### src/rtl/seq_pkg.sv
// ============================================================================
// Package : seq_pkg
// Brief   : State encoding and microcode word field positions for the
//           microcode sequencer.
// Revision: 1.0 - initial release
// ============================================================================
`default_nettype none

package seq_pkg;

    typedef enum logic [1:0] {
        ST_IDLE = 2'd0,
        ST_RUN  = 2'd1,
        ST_DONE = 2'd2
    } state_t;

    function automatic int sel_msb(input int n_sel, input int sel_w);
        return n_sel * sel_w - 1;
    endfunction

    function automatic int load_lsb(input int n_sel, input int sel_w);
        return n_sel * sel_w;
    endfunction

    function automatic int loop_bit(input int n_sel, input int sel_w, input int n_load);
        return n_sel * sel_w + n_load;
    endfunction

    function automatic int end_bit(input int n_sel, input int sel_w, input int n_load);
        return n_sel * sel_w + n_load + 1;
    endfunction

    function automatic int word_w(input int n_sel, input int sel_w, input int n_load);
        return n_sel * sel_w + n_load + 2;
    endfunction

endpackage

`default_nettype wire

### src/rtl/sequenciador_microcodigo_ucode_ram.sv
// ============================================================================
// Module  : ucode_ram
// Brief   : DEPTH x W microcode store, synchronous write, asynchronous read.
// Revision: 1.0 - initial release
// ============================================================================
`default_nettype none

module ucode_ram #(
    parameter int DEPTH = 16,
    parameter int W     = 12,
    parameter int AW    = 4
) (
    input  logic          clk,
    input  logic          we_i,
    input  logic [AW-1:0] waddr_i,
    input  logic [W-1:0]  wdata_i,
    input  logic [AW-1:0] raddr_i,
    output logic [W-1:0]  rdata_o
);

    logic [W-1:0] mem_q [DEPTH];

    always_ff @(posedge clk) begin
        if (we_i) begin
            mem_q[waddr_i] <= wdata_i;
        end
    end

    assign rdata_o = mem_q[raddr_i];

endmodule

`default_nettype wire

### src/rtl/sequenciador_microcodigo.sv
// ============================================================================
// Module  : sequenciador_microcodigo
// Brief   : Programmable microcode sequencer driving datapath mux selects and
//           register loads, with loop count, abort and start/done handshake.
// Revision: 1.0 - initial release
// ============================================================================
`default_nettype none

module sequenciador_microcodigo
    import seq_pkg::*;
#(
    parameter int DEPTH     = 16,
    parameter int N_SEL     = 3,
    parameter int SEL_W     = 2,
    parameter int N_LOAD    = 4,
    parameter int ITER_W    = 4,
    parameter int LOOP_ADDR = 2,
    localparam int AW       = (DEPTH > 1) ? $clog2(DEPTH) : 1,
    localparam int W        = word_w(N_SEL, SEL_W, N_LOAD)
) (
    input  logic                   clk,
    input  logic                   rst,
    input  logic                   inicio_i,
    input  logic                   abortar_i,
    input  logic [ITER_W-1:0]      n_iter_i,
    input  logic                   prog_we_i,
    input  logic [AW-1:0]          prog_addr_i,
    input  logic [W-1:0]           prog_data_i,
    output logic [N_SEL*SEL_W-1:0] sel_o,
    output logic [N_LOAD-1:0]      load_o,
    output logic                   ocupado_o,
    output logic                   pronto_o,
    output logic                   prog_err_o
);

    localparam int END_BIT  = end_bit(N_SEL, SEL_W, N_LOAD);
    localparam int LOOP_BIT = loop_bit(N_SEL, SEL_W, N_LOAD);
    localparam int LOAD_LSB = load_lsb(N_SEL, SEL_W);
    localparam int SEL_MSB  = sel_msb(N_SEL, SEL_W);
    localparam logic [AW-1:0] LAST_PC = AW'(DEPTH - 1);
    localparam logic [AW-1:0] LOOP_PC = AW'(LOOP_ADDR);

    state_t              state_q, state_d;
    logic [AW-1:0]       pc_q, pc_d;
    logic [ITER_W-1:0]   iter_q, iter_d;
    logic [ITER_W-1:0]   niter_q, niter_d;
    logic                prog_err_q;
    logic [W-1:0]        ucode_word;
    logic                ram_we;
    logic [ITER_W:0]     iter_inc;

    // The table may only change while no program is executing.
    assign ram_we   = prog_we_i && (state_q == ST_IDLE);
    assign iter_inc = {1'b0, iter_q} + 1'b1;

    ucode_ram #(
        .DEPTH (DEPTH),
        .W     (W),
        .AW    (AW)
    ) u_ram (
        .clk     (clk),
        .we_i    (ram_we),
        .waddr_i (prog_addr_i),
        .wdata_i (prog_data_i),
        .raddr_i (pc_q),
        .rdata_o (ucode_word)
    );

    always_comb begin
        state_d   = state_q;
        pc_d      = pc_q;
        iter_d    = iter_q;
        niter_d   = niter_q;
        sel_o     = '0;
        load_o    = '0;
        ocupado_o = 1'b0;
        pronto_o  = 1'b0;
        case (state_q)
            ST_IDLE: begin
                pc_d   = '0;
                iter_d = '0;
                if (inicio_i) begin
                    state_d = ST_RUN;
                    niter_d = (n_iter_i == '0) ? ITER_W'(1) : n_iter_i;
                end
            end
            ST_RUN: begin
                ocupado_o = 1'b1;
                sel_o     = ucode_word[SEL_MSB:0];
                load_o    = ucode_word[LOAD_LSB +: N_LOAD];
                if (abortar_i) begin
                    state_d = ST_IDLE;
                end else if (ucode_word[END_BIT] || (pc_q == LAST_PC)) begin
                    state_d = ST_DONE;
                end else if (ucode_word[LOOP_BIT] && (iter_inc < {1'b0, niter_q})) begin
                    pc_d   = LOOP_PC;
                    iter_d = iter_inc[ITER_W-1:0];
                end else begin
                    pc_d = pc_q + 1'b1;
                end
            end
            ST_DONE: begin
                pronto_o = 1'b1;
                if (abortar_i || !inicio_i) begin
                    state_d = ST_IDLE;
                end
            end
            default: state_d = ST_IDLE;
        endcase
    end

    always_ff @(posedge clk) begin
        if (rst) begin
            state_q    <= ST_IDLE;
            pc_q       <= '0;
            iter_q     <= '0;
            niter_q    <= '0;
            prog_err_q <= 1'b0;
        end else begin
            state_q    <= state_d;
            pc_q       <= pc_d;
            iter_q     <= iter_d;
            niter_q    <= niter_d;
            prog_err_q <= prog_we_i && (state_q != ST_IDLE);
        end
    end

    assign prog_err_o = prog_err_q;

endmodule

`default_nettype wire

### config.mk
export PLATFORM = sky130hd
export DESIGN_NAME = sequenciador_microcodigo
export DESIGN_NICKNAME = d
export VERILOG_FILES = /design/src/rtl/seq_pkg.sv /design/src/rtl/sequenciador_microcodigo_ucode_ram.sv /design/src/rtl/sequenciador_microcodigo.sv
export SDC_FILE = /design/constraint.sdc
export NUM_CORES = 1
export LEC_CHECK = 0
export CORE_AREA = 2 2 126 128
export CTS_BUF_LIST = sky130_fd_sc_hd__clkbuf_4 sky130_fd_sc_hd__clkbuf_8
export CTS_CLUSTER_SIZE = 14
export DETAILED_ROUTE_END_ITERATION = 8
export DIE_AREA = 0 0 128 130
export GPL_TIMING_DRIVEN = 0
export PLACE_DENSITY = 0.75
export RECOVER_POWER = 50
export SETUP_SLACK_MARGIN = 0.4
export SKIP_CTS_REPAIR_TIMING = 1
export SLEW_MARGIN = 25
export SYNTH_ARGS = -nofsm -noshare
export SYNTH_HDL_FRONTEND = slang
export SYNTH_SLANG_ARGS = --single-unit
### constraint.sdc
create_clock -name clk -period 2.7 [get_ports clk]
set_clock_uncertainty 0.1 [all_clocks]
set_input_delay 0.81 -clock clk [delete_from_list [all_inputs] [get_ports clk]]
set_output_delay 0.81 -clock clk [all_outputs]
set_load 0.02 [all_outputs]
==> flow_summary.rst, run 1 <==
.. list-table::
   :header-rows: 1

   * - Metric
     - Value
   * - Weighted congestion at the end of routability-driven global placement
     - between 0.8 and 0.9
   * - Required time of the worst setup path
     - around 1.8 ns
   * - Simple-gate portion of the synthesized area
     - 0.0563
   * - Setup slack at placement
     - -0.900 ns
   * - Die Footprint
     - about 0.017 mm^2
   * - Post-synthesis adder-cell area fraction
     - 0.00741
   * - Total power
     - 6.67 mW
   * - Synth unique cells
     - around 50
   * - Number of DRC markers after the initial detailed-route iteration
     - about 530
   * - TritonCTS buffer count
     - 35
   * - HP Start
     - niter_q[2]$_SDFFE_PP0P_
   * - Max Cap Violations
     - 0
   * - Type of origin of the critical path
     - flip-flop
   * - Ratio of cells with drive above 1 in the final layout
     - 0.420
   * - Final layout net count
     - 580
   * - Detailed-route wire length
     - roughly 20000 um
   * - EDFF count, synth
     - about 190
   * - Final min period
     - between 3 and 4 ns
   * - Average footprint of a synthesized cell
     - between 15 and 20 um^2
   * - Core area
     - roughly 0.015 mm^2
   * - Area fraction in compound gates after synthesis
     - 0.0361
   * - Clock Pin Slew Worst Setup and Hold Paths
     - around 0.06 ns
   * - Tcrit/Tclk final
     - 1.28
   * - Busiest layer in global routing
     - met2
   * - Count of final setup violators
     - 10
   * - Startpoint of the lowest-slack register-to-register path
     - iter_q[0]$_SDFFE_PP0P_
   * - Site Rows
     - between 40 and 50
   * - Met1 track demand over resource
     - 0.320
   * - Worst endpoint data arrival time
     - about 2.6 ns
   * - Power density of the placed cells
     - 622 mW/mm^2
   * - Total clock sinks
     - about 210
   * - Clock tree from TritonCTS
     - yes
   * - Count of pins on the block boundary
     - 38
   * - Final antenna diode count
     - 0
   * - Maximum level of the CTS H-tree
     - 2
   * - Hold violation count in the final report
     - 0
   * - Gate count after technology mapping
     - around 440
   * - Number of buffers between clock root and the deepest sink
     - 3
   * - Total half-perimeter wirelength after legalization and detailed placement
     - between 10000 and 15000 um
   * - Met3 layer usage reported by global route
     - 0.0492
   * - Prevailing post-synth register cell
     - edfxtp_1
   * - Wire length of the first global-routing pass
     - ~28000 um
   * - Clock latency at the later pin of the worst-skew pair
     - between 0.5 and 0.6 ns
   * - Status
     - finished with violations
   * - CP max FO
     - 6
   * - Initial Utilization
     - 0.548
   * - Slew Limit Headroom
     - 0.420
   * - Classification of the worst setup path
     - reg -> out
   * - Routed via count
     - about 5000
   * - Number of cells on the worst hold path
     - 2
   * - XOR/XNOR Fraction of Synth Area
     - 0.00207
   * - Syn Nets
     - 468
   * - Reported leakage power
     - between 3 and 4 nW
   * - Max-slew violation total from the final report
     - 0
   * - Share of the yosys chip area belonging to registers
     - 0.727
   * - Width of the die
     - ~130 um
   * - Final antenna-violating net count
     - 0
   * - Number of global-route vias before repair
     - between 4000 and 5000
   * - Cell Count Post-Placement
     - 674
   * - Clk Tree Root Cell
     - clkbuf_8
   * - Depth of the worst register-to-register path
     - 8
   * - Setup slack of the worst register-to-register path
     - 0.35 ns
   * - Routed vias/inst
     - about 6.3
   * - Count of warnings emitted by yosys
     - 0
   * - Max IR drop VDD
     - roughly 0.43 mV
   * - Die Height
     - between 100 and 150 um
   * - DRC
     - 0
   * - Maximum number of pins on one net before global-route repair
     - 17
   * - Endpoint of the lowest-slack register-to-register path
     - pc_q[2]$_SDFFE_PP0N_
   * - Sum of overflow across all layers after global routing
     - 0
   * - Final std cells w/o fill
     - 768
   * - Min-delay worst type
     - reg -> reg
   * - Fraction of synthesis flops using an asynchronous set or reset pin
     - 0
   * - Number of register bits inferred by synthesis
     - 211
   * - Combined global-route utilization of all metal layers
     - 0.235
   * - Combinational family with the most area after synthesis
     - multiplexers
   * - Accumulated negative setup slack
     - -7.45 ns
   * - Highest attainable clock frequency
     - 0.289 GHz
   * - Least-Margin Pin Slew
     - 0.870 ns
   * - Routed wire per std cell
     - 26.6 um
   * - Initial DRT Pass Iterations
     - 5
   * - Share of cell area taken by muxes after synthesis
     - 0.154
   * - Post-Syn Area
     - approximately 0.0084 mm^2
   * - Fin worst setup slack
     - -0.760 ns
   * - Number of antenna violations at the first check in global routing
     - 0
   * - Setup repair after global routing missed its margin
     - yes
   * - Area overhead of the layout relative to synthesis
     - 27.0%
   * - Failing checks
     - negative setup slack
   * - Type of destination of the critical path
     - primary output
   * - Endpoint, Worst Hold
     - niter_q[2]$_SDFFE_PP0P_
   * - Met2 track demand over resource
     - 0.384
   * - PortBufs
     - 37
==> sequential cells by signal, indices dropped and copies added, names as in the netlist, named ones only <==
name         count
state_q          2
pc_q             4
niter_q          4
iter_q           4
prog_err_o       1
u_ram.mem_q    192
==> synth_stat cells (3+ instances only) <==
cell type / instances / area share
edfxtp_1: 192 / 0.68
mux4_2: 55 / 0.15
nor2_1: 25 / 0.011
dfxtp_1: 19 / 0.045
nand2_1: 19 / 0.0084
and2_1: 14 / 0.010
inv_1: 9 / 0.0040
a21oi_1: 8 / 0.0047
nor3_1: 8 / 0.0047
nand3_1: 6 / 0.0036
buf_1: 5 / 0.0022
ha_1: 5 / 0.0074
nand2b_1: 5 / 0.0037
nand4_1: 5 / 0.0037
a31oi_1: 4 / 0.0030
buf_6: 4 / 0.0053
buf_2: 3 / 0.0018
clkbuf_1: 3 / 0.0013
mux2_2: 3 / 0.0040
mux2i_1: 3 / 0.0036
nor2b_1: 3 / 0.0022
o22ai_1: 3 / 0.0022
==> cells in the final DEF, fill, tap and decap left out, drive strengths merged, types with 2 or more instances in the layout <==
master	instances
o22ai	3
a2bb2oi	2
mux2	3
nor2	25
dlygate4sd3	14
or4bb	2
nor3	8
mux4	55
clkinv	12
dlymetal6s2s	2
and2	14
buf	59
a32oi	2
edfxtp	192
clkdlybuf4s50	8
nand2b	5
inv	10
dfxtp	19
nand2	19
nand3	6
a31oi	4
nor2b	3
a21oi	8
o31ai	2
a311o	2
mux2i	3
nand4	5
nand3b	2
o211ai	2
ha	5
clkbuf	58
==> area by class of cell <==
class / count / area, um^2
clock inverter: 14 / 77.6
sequential: 211 / 6170
inverter: 9 / 36.3
fill: 930 / 4690
multi-input combinational: 201 / 2550
buffer: 17 / 210
clock buffer: 49 / 606
tap: 192 / 240
timing repair buffer: 75 / 847
==> layer usage <==
metal,part of all wire,vias to the layer above
met5,0,-
met4,0.024,0
met3,0.083,56
met2,0.51,303
met1,0.38,2482
li1,-,2032
==> critical path: stages, from the launching register on <==
cell,delay (ns)
dfxtp_4,0.40
buf_12,0.17
clkbuf_16,0.18
mux4_2,0.50
mux4_2,0.47
and2_4,0.17
buf_6,0.12
==> report_power, final <==
group | switching, mW | internal, mW | total (mW)
Sequential | 0.0164 | 3.60 | 3.62
Clock | 1.27 | 1.46 | 2.73
Combinational | 0.190 | 0.137 | 0.326
==> worst max-delay path by stage <==
stage / from / depth (start not counted) / end
floorplan: flip-flop / 5 / load_o[0]
global placement: flip-flop / 6 / sel_o[3]
detailed placement: flip-flop / 6 / sel_o[0]
CTS: flip-flop / 6 / sel_o[0]
global route: flip-flop / 6 / sel_o[0]
finish: flip-flop / 6 / load_o[0]
==> stage by stage <==
stage,util,hold slack [ns],instance area (um^2)
2_1_floorplan,-,0.336,8570
3_3_place_gp,0.595,0.351,9180
3_5_place_dp,0.604,0.348,9310
4_1_cts,0.648,0.367,10000
5_1_grt,0.696,0.414,10700
6_report,0.696,0.367,10700
==> cell families (layout without fill, tap and decap cells) <==
group                    count (synthesis)  count (layout)
multiplexers                            61              61
buffers and inverters                   26             164
XOR/XNOR                                 2               2
adder cells (fa/ha/maj)                  5               5
AO/OA/AOI/OAI                           39              39
flip-flops                             211             211
AND/OR/NAND/NOR                         94              94
(Power assumes the default switching activity.)
==> run 2: changes to the inputs <==
- SKIP_CTS_REPAIR_TIMING: 1 -> not set
==> run 2 against run 1 <==
The run still ends with negative setup slack left. Cell area increased by 1.5%. Sequential power about the same. Power increased by 0.28%. Register-to-register slack worse by 0.14 ns. Combinational power grew 6%. Hold slack improved by 0.0063 ns. Critical path depth increased by 1. Via count increased by 2.4%. Largest cell class unchanged.
==> flow_summary.rst, run 2 (synthesis results as in run 1) <==
.. list-table::
   :header-rows: 1

   * - Metric
     - Value
   * - Status
     - finished with violations
   * - Failing checks
     - negative setup slack
   * - Sequential cell area
     - between 0.006 and 0.007 mm^2
   * - Detailed-route wire length
     - around 21000 um
   * - Most common cell after layout, fill and taps aside
     - edfxtp_1
   * - Power density of the placed cells
     - between 600 and 700 mW/mm^2
   * - Reported leakage power
     - around 3.6 nW
   * - Type of destination of the critical path
     - primary output
   * - Clock tree from TritonCTS
     - yes
   * - Total clock sinks
     - around 210
   * - Fin worst setup slack
     - -0.800 ns
   * - PortBufs
     - 37
   * - Clock latency at the later pin of the worst-skew pair
     - roughly 0.54 ns
   * - Highest attainable clock frequency
     - around 0.29 GHz
   * - Routed vias/inst
     - around 6.3
   * - Worst endpoint data arrival time
     - 2.59 ns
   * - Count of final setup violators
     - 10
   * - Initial Utilization
     - 0.548
   * - Weighted congestion at the end of routability-driven global placement
     - between 0.8 and 0.9
   * - Count of hold-fix buffers inserted at cts
     - 0
   * - Number of antenna violations at the first check in global routing
     - 0
   * - Min-delay worst type
     - reg -> reg
   * - DRC
     - 0
   * - Sum of overflow across all layers after global routing
     - 0
   * - Number of buffers between clock root and the deepest sink
     - 3
   * - Die Footprint
     - 0.0166 mm^2
   * - Classification of the worst setup path
     - reg -> out
   * - Routed wire per std cell
     - 26.6 um
   * - Tcrit/Tclk final
     - 1.30
   * - Total half-perimeter wirelength after legalization and detailed placement
     - ~11000 um
   * - Number of global-route vias before repair
     - between 5000 and 6000
   * - Maximum number of pins on one net before global-route repair
     - 17
   * - Final antenna-violating net count
     - 0
   * - Width of the die
     - ~130 um
   * - Least-Margin Pin Slew
     - around 1.1 ns
   * - Number of DRC markers after the initial detailed-route iteration
     - about 570
   * - Wire length of the first global-routing pass
     - a little over 30000 um
   * - Die Height
     - approximately 130 um
   * - Site Rows
     - 46
   * - Area of the multi-input gates
     - between 0.002 and 0.003 mm^2
   * - Setup repair after global routing missed its margin
     - yes
   * - Count of pins on the block boundary
     - 38
   * - Max IR drop VDD
     - roughly 0.44 mV
   * - Max Cap Violations
     - 0
   * - Clock Pin Slew Worst Setup and Hold Paths
     - around 0.060 ns
   * - Maximum level of the CTS H-tree
     - 2
   * - Hold violation count in the final report
     - 0
   * - Required time of the worst setup path
     - ~1.8 ns
   * - Type of origin of the critical path
     - flip-flop
   * - Number of inserted filler cells in the final layout
     - roughly 900
   * - Slew Limit Headroom
     - 0.279
   * - Clk Tree Root Cell
     - clkbuf_8
   * - Max-slew violation total from the final report
     - 0
   * - Combined global-route utilization of all metal layers
     - 0.261
   * - Area overhead of the layout relative to synthesis
     - 28.9%
   * - Total power
     - 6.69 mW
   * - Max FFs per register
     - around 190
   * - Area post-placement
     - 0.00931 mm^2
   * - Core area
     - about 0.015 mm^2
   * - Final min period
     - about 3.5 ns
   * - Highest-count cells in the layout ignoring fill and taps
     - 192 x edfxtp_1, 55 x mux4_2, 38 x clkbuf_8, 30 x buf_4, 26 x buf_6
   * - CP max FO
     - 6
   * - Initial DRT Pass Iterations
     - 5
   * - TritonCTS buffer count
     - 35
   * - Post-route cell area
     - between 0.01 and 0.015 mm^2
   * - Final antenna diode count
     - 0
   * - Final layout net count
     - around 600
   * - Routed via count
     - approximately 5000
   * - Ratio of cells with drive above 1 in the final layout
     - 0.433
   * - Most flop-heavy register
     - u_ram.mem_q
-- run 2: through the flow --
stage               hold WS, ns  instances  setup slack, ns  TNS, ns   util
floorplan                 0.336        438           0.0123        0      -
finish                    0.373        786           -0.800    -7.72  0.706
global route              0.414        786           -0.881    -8.40  0.706
detailed placement        0.348        674           -0.900   -59.59  0.604
global placement          0.351        667           -0.849  -116.70  0.595
CTS                       0.367        780           -0.811    -7.85  0.698
-- run 2: layout make-up --
cell class,instances,share of cell area
flip-flops and latches,211,0.566
multi-input cells,201,0.231
repair buffers,93,0.0957
clock buffers,49,0.0556
well taps,192,0.0221
plain buffers,17,0.0193
clock inverters,14,0.00712
inverters,9,0.00356
-- run 2: timing repair --
action / in CTS / in global routing
resized for setup: 131 / 22
endpoints found under the hold margin: 0 / 0
pin swaps: 30 / 14
cloned: 4 / 0
setup buffers: 39 / 6
endpoints found under the setup margin: 181 / 56
-- run 2: worst max-delay path, cell delays in order, from the launching register on --
cell	delay (ns)
dfxtp_4	0.38
buf_12	0.14
buf_6	0.12
buf_12	0.13
mux4_2	0.51
mux4_2	0.48
and2_4	0.16
buf_6	0.12
-- run 2: report_power, final --
part / leakage (nW) / internal [mW] / total, mW / switching (mW)
clock: 0.360 / 1.46 / 2.73 / 1.27
sequential: 1.89 / 3.60 / 3.61 / 0.0152
combinational: 1.33 / 0.150 / 0.345 / 0.195
total: 3.58 / 5.21 / 6.69 / 1.48
-- run 2: worst paths after layout --
| path | end | slack (ns) | from | cells past startpoint |
|---|---|---|---|---|
| setup / recovery | sel_o[0] | -0.80 | flip-flop | 7 |
| hold / removal | niter_q[2]$_SDFFE_PP0P_ | 0.37 | niter_q[2]$_SDFFE_PP0P_ | 2 |
| setup reg to reg | u_ram.mem_q[11][5]$_DFFE_PP_ | 0.21 | state_q[1]$_SDFFE_PP0P_ | 5 |
| hold reg to reg | niter_q[2]$_SDFFE_PP0P_ | 0.37 | niter_q[2]$_SDFFE_PP0P_ | 2 |
-- run 2: routing by layer --
| layer | wire length, um | up-vias | global-route usage | part of all wire |
|---|---|---|---|---|
| met4 | 691 | 0 | 0.104 | 0.033 |
| met5 | 0 | - | 0 | 0 |
| met2 | 10600 | 295 | 0.433 | 0.51 |
| met1 | 7880 | 2554 | 0.342 | 0.38 |
| met3 | 1760 | 64 | 0.0599 | 0.084 |
| li1 | - | 2076 | - | - |
